`src/rtl/fetch_sequencer.sv`:
```
// fetch_sequencer
// ---------------
// Consumer side of the program-counter interface. Owns the fetch address,
// drives a synchronous instruction memory and hands each fetched word, together
// with its PC, to decode over a valid/ready handshake. Execute can redirect the
// fetch stream (branch/jump) or ask it to halt after the current instruction.
//
// Each instruction takes three cycles:
//   FETCH : issue the memory read for fetch_pc
//   WAIT  : read data returns and is captured into instr
//   HOLD  : instr is presented to decode until instr_ready is seen
//
// Ports:
//   clk          system clock, all state changes on posedge
//   rst          synchronous active-high reset
//   redirect     one-cycle pulse: restart fetching at redirect_pc
//   redirect_pc  redirect target (not alignment-checked)
//   halt         one-cycle pulse: stop after the instruction in progress
//   imem_en      memory read enable (FETCH only)
//   imem_addr    memory read address
//   imem_data    memory read data, valid the cycle after imem_en
//   instr        fetched instruction
//   instr_pc     address of instr
//   instr_valid  instr/instr_pc valid
//   instr_ready  decode accepts instr this cycle
//   next_pc      address of the next instruction to fetch (PC register input)
//   halted       sequencer is stopped in HALT
module fetch_sequencer #(
    parameter int unsigned          ADDR_W   = 32,
    parameter int unsigned          DATA_W   = 32,
    parameter int unsigned          PC_INC   = 1,
    parameter logic [ADDR_W-1:0]    RESET_PC = '0
) (
    input  logic              clk,
    input  logic              rst,
    input  logic              redirect,
    input  logic [ADDR_W-1:0] redirect_pc,
    input  logic              halt,
    output logic              imem_en,
    output logic [ADDR_W-1:0] imem_addr,
    input  logic [DATA_W-1:0] imem_data,
    output logic [DATA_W-1:0] instr,
    output logic [ADDR_W-1:0] instr_pc,
    output logic              instr_valid,
    input  logic              instr_ready,
    output logic [ADDR_W-1:0] next_pc,
    output logic              halted
);

    typedef enum logic [1:0] {
        FETCH = 2'd0,
        WAIT  = 2'd1,
        HOLD  = 2'd2,
        HALT  = 2'd3
    } state_t;

    state_t            state, state_nxt;
    logic [ADDR_W-1:0] fetch_pc, fetch_pc_nxt;
    logic [ADDR_W-1:0] pend_pc, pend_pc_nxt;
    logic              halt_pend, halt_pend_nxt;
    logic [DATA_W-1:0] instr_nxt;
    logic [ADDR_W-1:0] instr_pc_nxt;
    logic              instr_valid_nxt;

    // Outputs depend only on state, so decode never sees a combinational
    // path from its own ready back into the memory interface.
    assign imem_en   = (state == FETCH);
    assign imem_addr = fetch_pc;
    assign next_pc   = fetch_pc;
    assign halted    = (state == HALT);

    always_ff @(posedge clk) begin
        if (rst) begin
            state       <= FETCH;
            fetch_pc    <= RESET_PC;
            pend_pc     <= '0;
            halt_pend   <= 1'b0;
            instr       <= '0;
            instr_pc    <= '0;
            instr_valid <= 1'b0;
        end else begin
            state       <= state_nxt;
            fetch_pc    <= fetch_pc_nxt;
            pend_pc     <= pend_pc_nxt;
            halt_pend   <= halt_pend_nxt;
            instr       <= instr_nxt;
            instr_pc    <= instr_pc_nxt;
            instr_valid <= instr_valid_nxt;
        end
    end

    always_comb begin
        state_nxt       = state;
        fetch_pc_nxt    = fetch_pc;
        pend_pc_nxt     = pend_pc;
        halt_pend_nxt   = halt_pend;
        instr_nxt       = instr;
        instr_pc_nxt    = instr_pc;
        instr_valid_nxt = instr_valid;

        case (state)
            FETCH: begin
                // Remember which address the in-flight read belongs to; the
                // increment wraps naturally at the register width.
                pend_pc_nxt  = fetch_pc;
                fetch_pc_nxt = fetch_pc + ADDR_W'(PC_INC);
                state_nxt    = WAIT;
                if (halt) halt_pend_nxt = 1'b1;
            end
            WAIT: begin
                instr_nxt       = imem_data;
                instr_pc_nxt    = pend_pc;
                instr_valid_nxt = 1'b1;
                state_nxt       = HOLD;
                if (halt) halt_pend_nxt = 1'b1;
            end
            HOLD: begin
                if (instr_ready) begin
                    instr_valid_nxt = 1'b0;
                    halt_pend_nxt   = 1'b0;
                    state_nxt       = (halt_pend || halt) ? HALT : FETCH;
                end else if (halt) begin
                    // A halt arriving while decode stalls must not be lost.
                    halt_pend_nxt = 1'b1;
                end
            end
            HALT: begin
                instr_valid_nxt = 1'b0;
            end
            default: begin
                state_nxt = FETCH;
            end
        endcase

        // A redirect overrides whatever the state decided: any read in flight
        // is abandoned (its data is never loaded), a held instruction is
        // squashed unless consumed this same cycle, and a pending halt is
        // cancelled because it referred to the old instruction stream.
        if (redirect) begin
            fetch_pc_nxt    = redirect_pc;
            state_nxt       = FETCH;
            halt_pend_nxt   = 1'b0;
            instr_nxt       = instr;
            instr_pc_nxt    = instr_pc;
            instr_valid_nxt = 1'b0;
        end
    end

endmodule
```
`config.mk`:
```
export PLATFORM = sky130hd
export DESIGN_NAME = fetch_sequencer
export DESIGN_NICKNAME = d
export VERILOG_FILES = /design/src/rtl/fetch_sequencer.sv
export SDC_FILE = /design/constraint.sdc
export NUM_CORES = 1
export LEC_CHECK = 0
export ABC_AREA = 1
export ABC_CLOCK_PERIOD_IN_PS = 2970
export CAP_MARGIN = 10
export CORE_ASPECT_RATIO = 1.2
export CORE_MARGIN = 10
export CORE_UTILIZATION = 50
export CTS_CLUSTER_SIZE = 14
export DETAILED_ROUTE_END_ITERATION = 6
export PLACE_DENSITY_LB_ADDON = 0.12
export SETUP_SLACK_MARGIN = 0.3
export SLEW_MARGIN = 20
export SYNTH_ARGS = -nofsm -noshare
export SYNTH_HDL_FRONTEND = slang
export SYNTH_SLANG_ARGS = --single-unit
export TNS_END_PERCENT = 10
```
`constraint.sdc`:
```
create_clock -name clk -period 2.97 [get_ports clk]
set_input_delay 0.594 -clock clk [delete_from_list [all_inputs] [get_ports clk]]
set_output_delay 0.594 -clock clk [all_outputs]
set_load 0.02 [all_outputs]
```
# Yosys cells after proc, flatten, opt, wreduce, memory -nomap -nowiden
# Index checks and enable logic that the tools add are counted.
[totals]
input_bits = 69
out_inout_bits = 131
word_cells = 34
ff_bits = 132
[classes]
add_sub_neg = 1
mux = 10
n_eq_ne = 4
n_bitwise = 1
n_reduce_logical = 11
[op_table]
columns = ["cell", "n"]
rows = [
  ["32-bit 2-to-1 mux", 2],
  ["32-bit by 1-bit adder with 32-bit output, second input constant", 1],
  ["2-bit case mux with 3 select lines", 1],
  ["2-bit AND reduction", 3],
  ["3-bit nonzero test", 2],
  ["2-bit equality test, second input constant", 2],
  ["2-bit 2-to-1 mux", 2],
  ["2-bit nonzero test", 2],
  ["2-bit OR reduction", 2],
  ["1-bit 2-to-1 mux", 3],
  ["1-bit case mux with 3 select lines", 1],
  ["2-bit by 1-bit equality test with 1-bit output, second input constant", 1],
  ["2-bit zero test", 1],
  ["2-bit inequality test, second input constant", 1],
  ["1-bit case mux with 2 select lines", 1],
  ["1-bit logical OR", 1],
  ["1-bit NOT", 1],
]

# Depth between registers and ports, before layout
[depth]
word_depth = 4
depth_mapped = 11
depth_no_buf = 10

# Worst setup path before layout
# OpenSTA, ideal clock, no wires.
[synth_path]
path_kind = "flip-flop to flip-flop"
start = "register state[0]"
end = "register pend_pc[19]"
stages_incl_launch_ff = 7
setup_ps = 132
period_less_slack_ps = 1663
setup_slack_ps = 1307
required_time_ps = 2838
arrival_ps = 1530
path_buffers = 3
path_cell_list = "dfxtp_1 > inv_1 > ha_1 > buf_2 > clkbuf_1 > clkbuf_1 > a21oi_1"
[synth_via]
elab_chain_cells = 1
[synth_rtl]
columns = ["element", "line_no", "source"]
rows = [
  ["start: declaration", "57", "state_t state, state_nxt;"],
  ["start signal: assignment", "82", "state <= state_nxt;"],
  ["2-bit zero test", "-", ""],
  ["net imem_en", "39", "output logic imem_en,"],
  ["end signal: assignment", "84", "pend_pc <= pend_pc_nxt;"],
  ["end: declaration", "59", "logic [ADDR_W-1:0] pend_pc, pend_pc_nxt;"],
]
# The timed path passes the listed nets, and every way through them passes these cells.
# A chain may end at the register's enable or synchronous reset.

# Worst setup path after layout
[layout_path]
start = "register state[1]"
end = "output imem_en"
[layout_via]
elab_chain_cells = 1
[layout_rtl]
columns = ["element", "line_no", "source"]
rows = [
  ["2-bit zero test", "67", "assign imem_en = (state == FETCH);"],
  ["end: declaration", "39", ""],
]
# Every way passes these cells.

==> reports/metrics.yaml <==
rsz0062_at_grt: "false"
synth.distinct_cells: 29
drt_pass1_iterations: 5
syn_inst: 805
pre_cts_slack_ns: 0.3779
final_layout_size_suffix_gt1_share_pct: 8.342
hold_buffers: 0
grt-busiest-layer: "met2"
yosysMostFrequentCell: "nor2_1"
port_buffers: 199
worst_pin_slew_ns: 0.7228
setup_viol: 0
post-dp-hpwl_um: 13750
cts_tree: "done"
gr-total-overflow: 0
startpoint_type: "flop"
grt_antenna_before_repair: 0
area_delta_synth_final_pct: 42.05
clk_latency_ns: 0.41
crit_fanout: 5
min_path_type: "flop to flop"
max_slew_margin_pct: 51.70
post-cts-setup-buffers: 0
cts.sinks: 132
skew_ns: 0.008571
cts-resized-gates: 0
cpPeakStageDelay_ns: 0.63
ys_ff_latch: 132
clk_pin_slew_ns: 0.06
initial_utilization_pct: 51.26
status: "finished clean"
detail-route-antenna-nets: 0
maxCapViolCount: 0
critPathSlowestCell: "clkdlybuf4s50_1"
finalHoldViolCount: 0
peakVddDrop_mv: 0.4330
antenna_cells: 0
max_freq_mhz: 422.5
initialDrtViolationCount: 498
drcViolationCount: 0
routedWlPerCell_um: 16.75
grt_max_degree: 65
synth_common_cells: "nor2_1, dfxtp_1, nand2_1, o21ai_0, a21oi_1"
grt_pass1_wl_um: 30110
total_power_mw: 4.863
reg2reg_slack_ns: 0.88
syn-mean-instance-area_sq_um: 7.400
clk_path_buf_depth: 2
dieArea_sq_um: 16700
met3_usage_pct: 9.834
core_region_area_sq_um: 11620
cts_made_buffers: 17
crit_chain: "inv_1 -> ha_2 -> clkdlybuf4s50_1"
min_period_over_period_pct: 79.69
p_leak_nw: 3.455
tns_ns: 0
setup_ws_ns: 0.6033
via_per_inst: 5.172
syn-num-nets: 880
ioPinCount: 200
vias: 5834
crit_arrival_ns: 1.77
synth_top_area_share_pct: 44.36
yosysSeqAreaShare_pct: 44.36
first_global_vias: 5878
fin_crit_ns: 2.367
synthFlopType: "dfxtp_1"
fp.dieH_um: 139.6
gp_congestion: 0.8934
yosys.area.top_type: "dfxtp_1"
crit_path_end_kind: "output port"
use_met1_pct: 23.93
grt_usage_pct: 21.96
fp-row-count: 43
ys_top_cells_by_area: "dfxtp_1, nor2_1, o21ai_0"
final_util_pct: 72.81
async_reset_ff_share_pct: 0
cp.required_ns: 2.38
synth_edf_count: 0
die_width_um: 119.6
yosys_warnings: 0
path_class: "flop to output port"
htree_levels: 4
nNetsFinal: 1033
grt_use_met2_pct: 36.40
maxSlewViolCount: 0
clockRootBuffer: "clkbuf_16"
power_density_nw_per_um2: 574.7
syn_area_sq_um: 5957
wl_um: 18900
==> power by group <==
part           internal (mW)  leakage, nW  switching (mW)  total [mW]
sequential              1.88         1.08          0.0984        1.97
combinational          0.334         2.08           0.372       0.706
clock                   1.36        0.288           0.826        2.18
total                   3.57         3.45            1.30        4.86
==> state kept, by name (all words and copies together) (netlist names) <==
signal	cells
halt_pend	1
instr_valid	1
imem_addr	32
pend_pc	32
instr	32
instr_pc	32
state	2
==> routing by layer <==
metal  up-vias  routed length [um]  part of all wire, %
met1      2666                7484                   40
met2       248                9063                   48
met5         -                   0                    0
met3        27                1923                   10
li1       2893                   -                    -
met4         0                 427                  2.3
==> through the flow <==
stage	hold WS [ns]	std cells	cell area, sq um
floorplan	0.4414	805	5957
global placement	0.4522	1096	7839
detailed placement	0.4603	1096	7839
CTS	0.4740	1128	8457
global route	0.4869	1128	8462
finish	0.4742	1128	8462
==> layout by cell type, fill, tap and decap left out, types with 2 or more instances in the layout <==
cell and count:
a21oi_1 41, nor2_8 3, inv_6 2, nand2_4 4
bufinv_16 3, a21oi_2 7, nand3_2 3, nor2_1 188
inv_1 37, ha_1 5, o21ai_0 101, nor2_4 10
buf_4 7, buf_12 2, nand3b_1 2, or2_2 3
nand3_1 35, a22oi_1 22, clkbuf_16 17, nor2_2 3
inv_2 4, nand2_2 3, nand2_1 108, clkinv_1 2
xnor2_1 3, xor2_1 8, clkinvlp_4 4, clkinv_4 3
a31oi_1 4, clkdlybuf4s50_1 199, dfxtp_1 132
==> logic make-up after synthesis <==
logic type | synth area share, %
compound gates | 16.45
xor+xnor | 1.617
buf+inv | 9.578
flops | 44.36
fa+ha+maj | 1.260
simple gates | 26.74
==> worst max-delay path, delay by kind of cell, from the launching register on <==
kind	cells	cell delay, ns
buf+inv	2	0.74
flops	1	0.37
fa+ha+maj	1	0.26
==> final timing paths <==
check                                start                          to  cells after the start
hold reg to reg   pend_pc[26]$_SDFFE_PP0P_    pend_pc[26]$_SDFFE_PP0P_                      2
setup reg to reg     state[1]$_SDFFE_PP0P_  imem_addr[30]$_SDFFE_PP0P_                     11
setup / recovery     state[1]$_SDFFE_PP0P_                     imem_en                      3
hold / removal    pend_pc[26]$_SDFFE_PP0P_    pend_pc[26]$_SDFFE_PP0P_                      2
==> cell type report <==
class / instances / area, sq um
inverters: 43 / 161.4
repair buffers: 208 / 2085
flip-flops and latches: 132 / 2643
fillers: 938 / 3159
clock buffers: 19 / 442.9
clock inverters: 13 / 175.2
well taps: 157 / 196.4
multi-input cells: 556 / 2759
No activity file was read; power rests on OpenSTA's default activity.
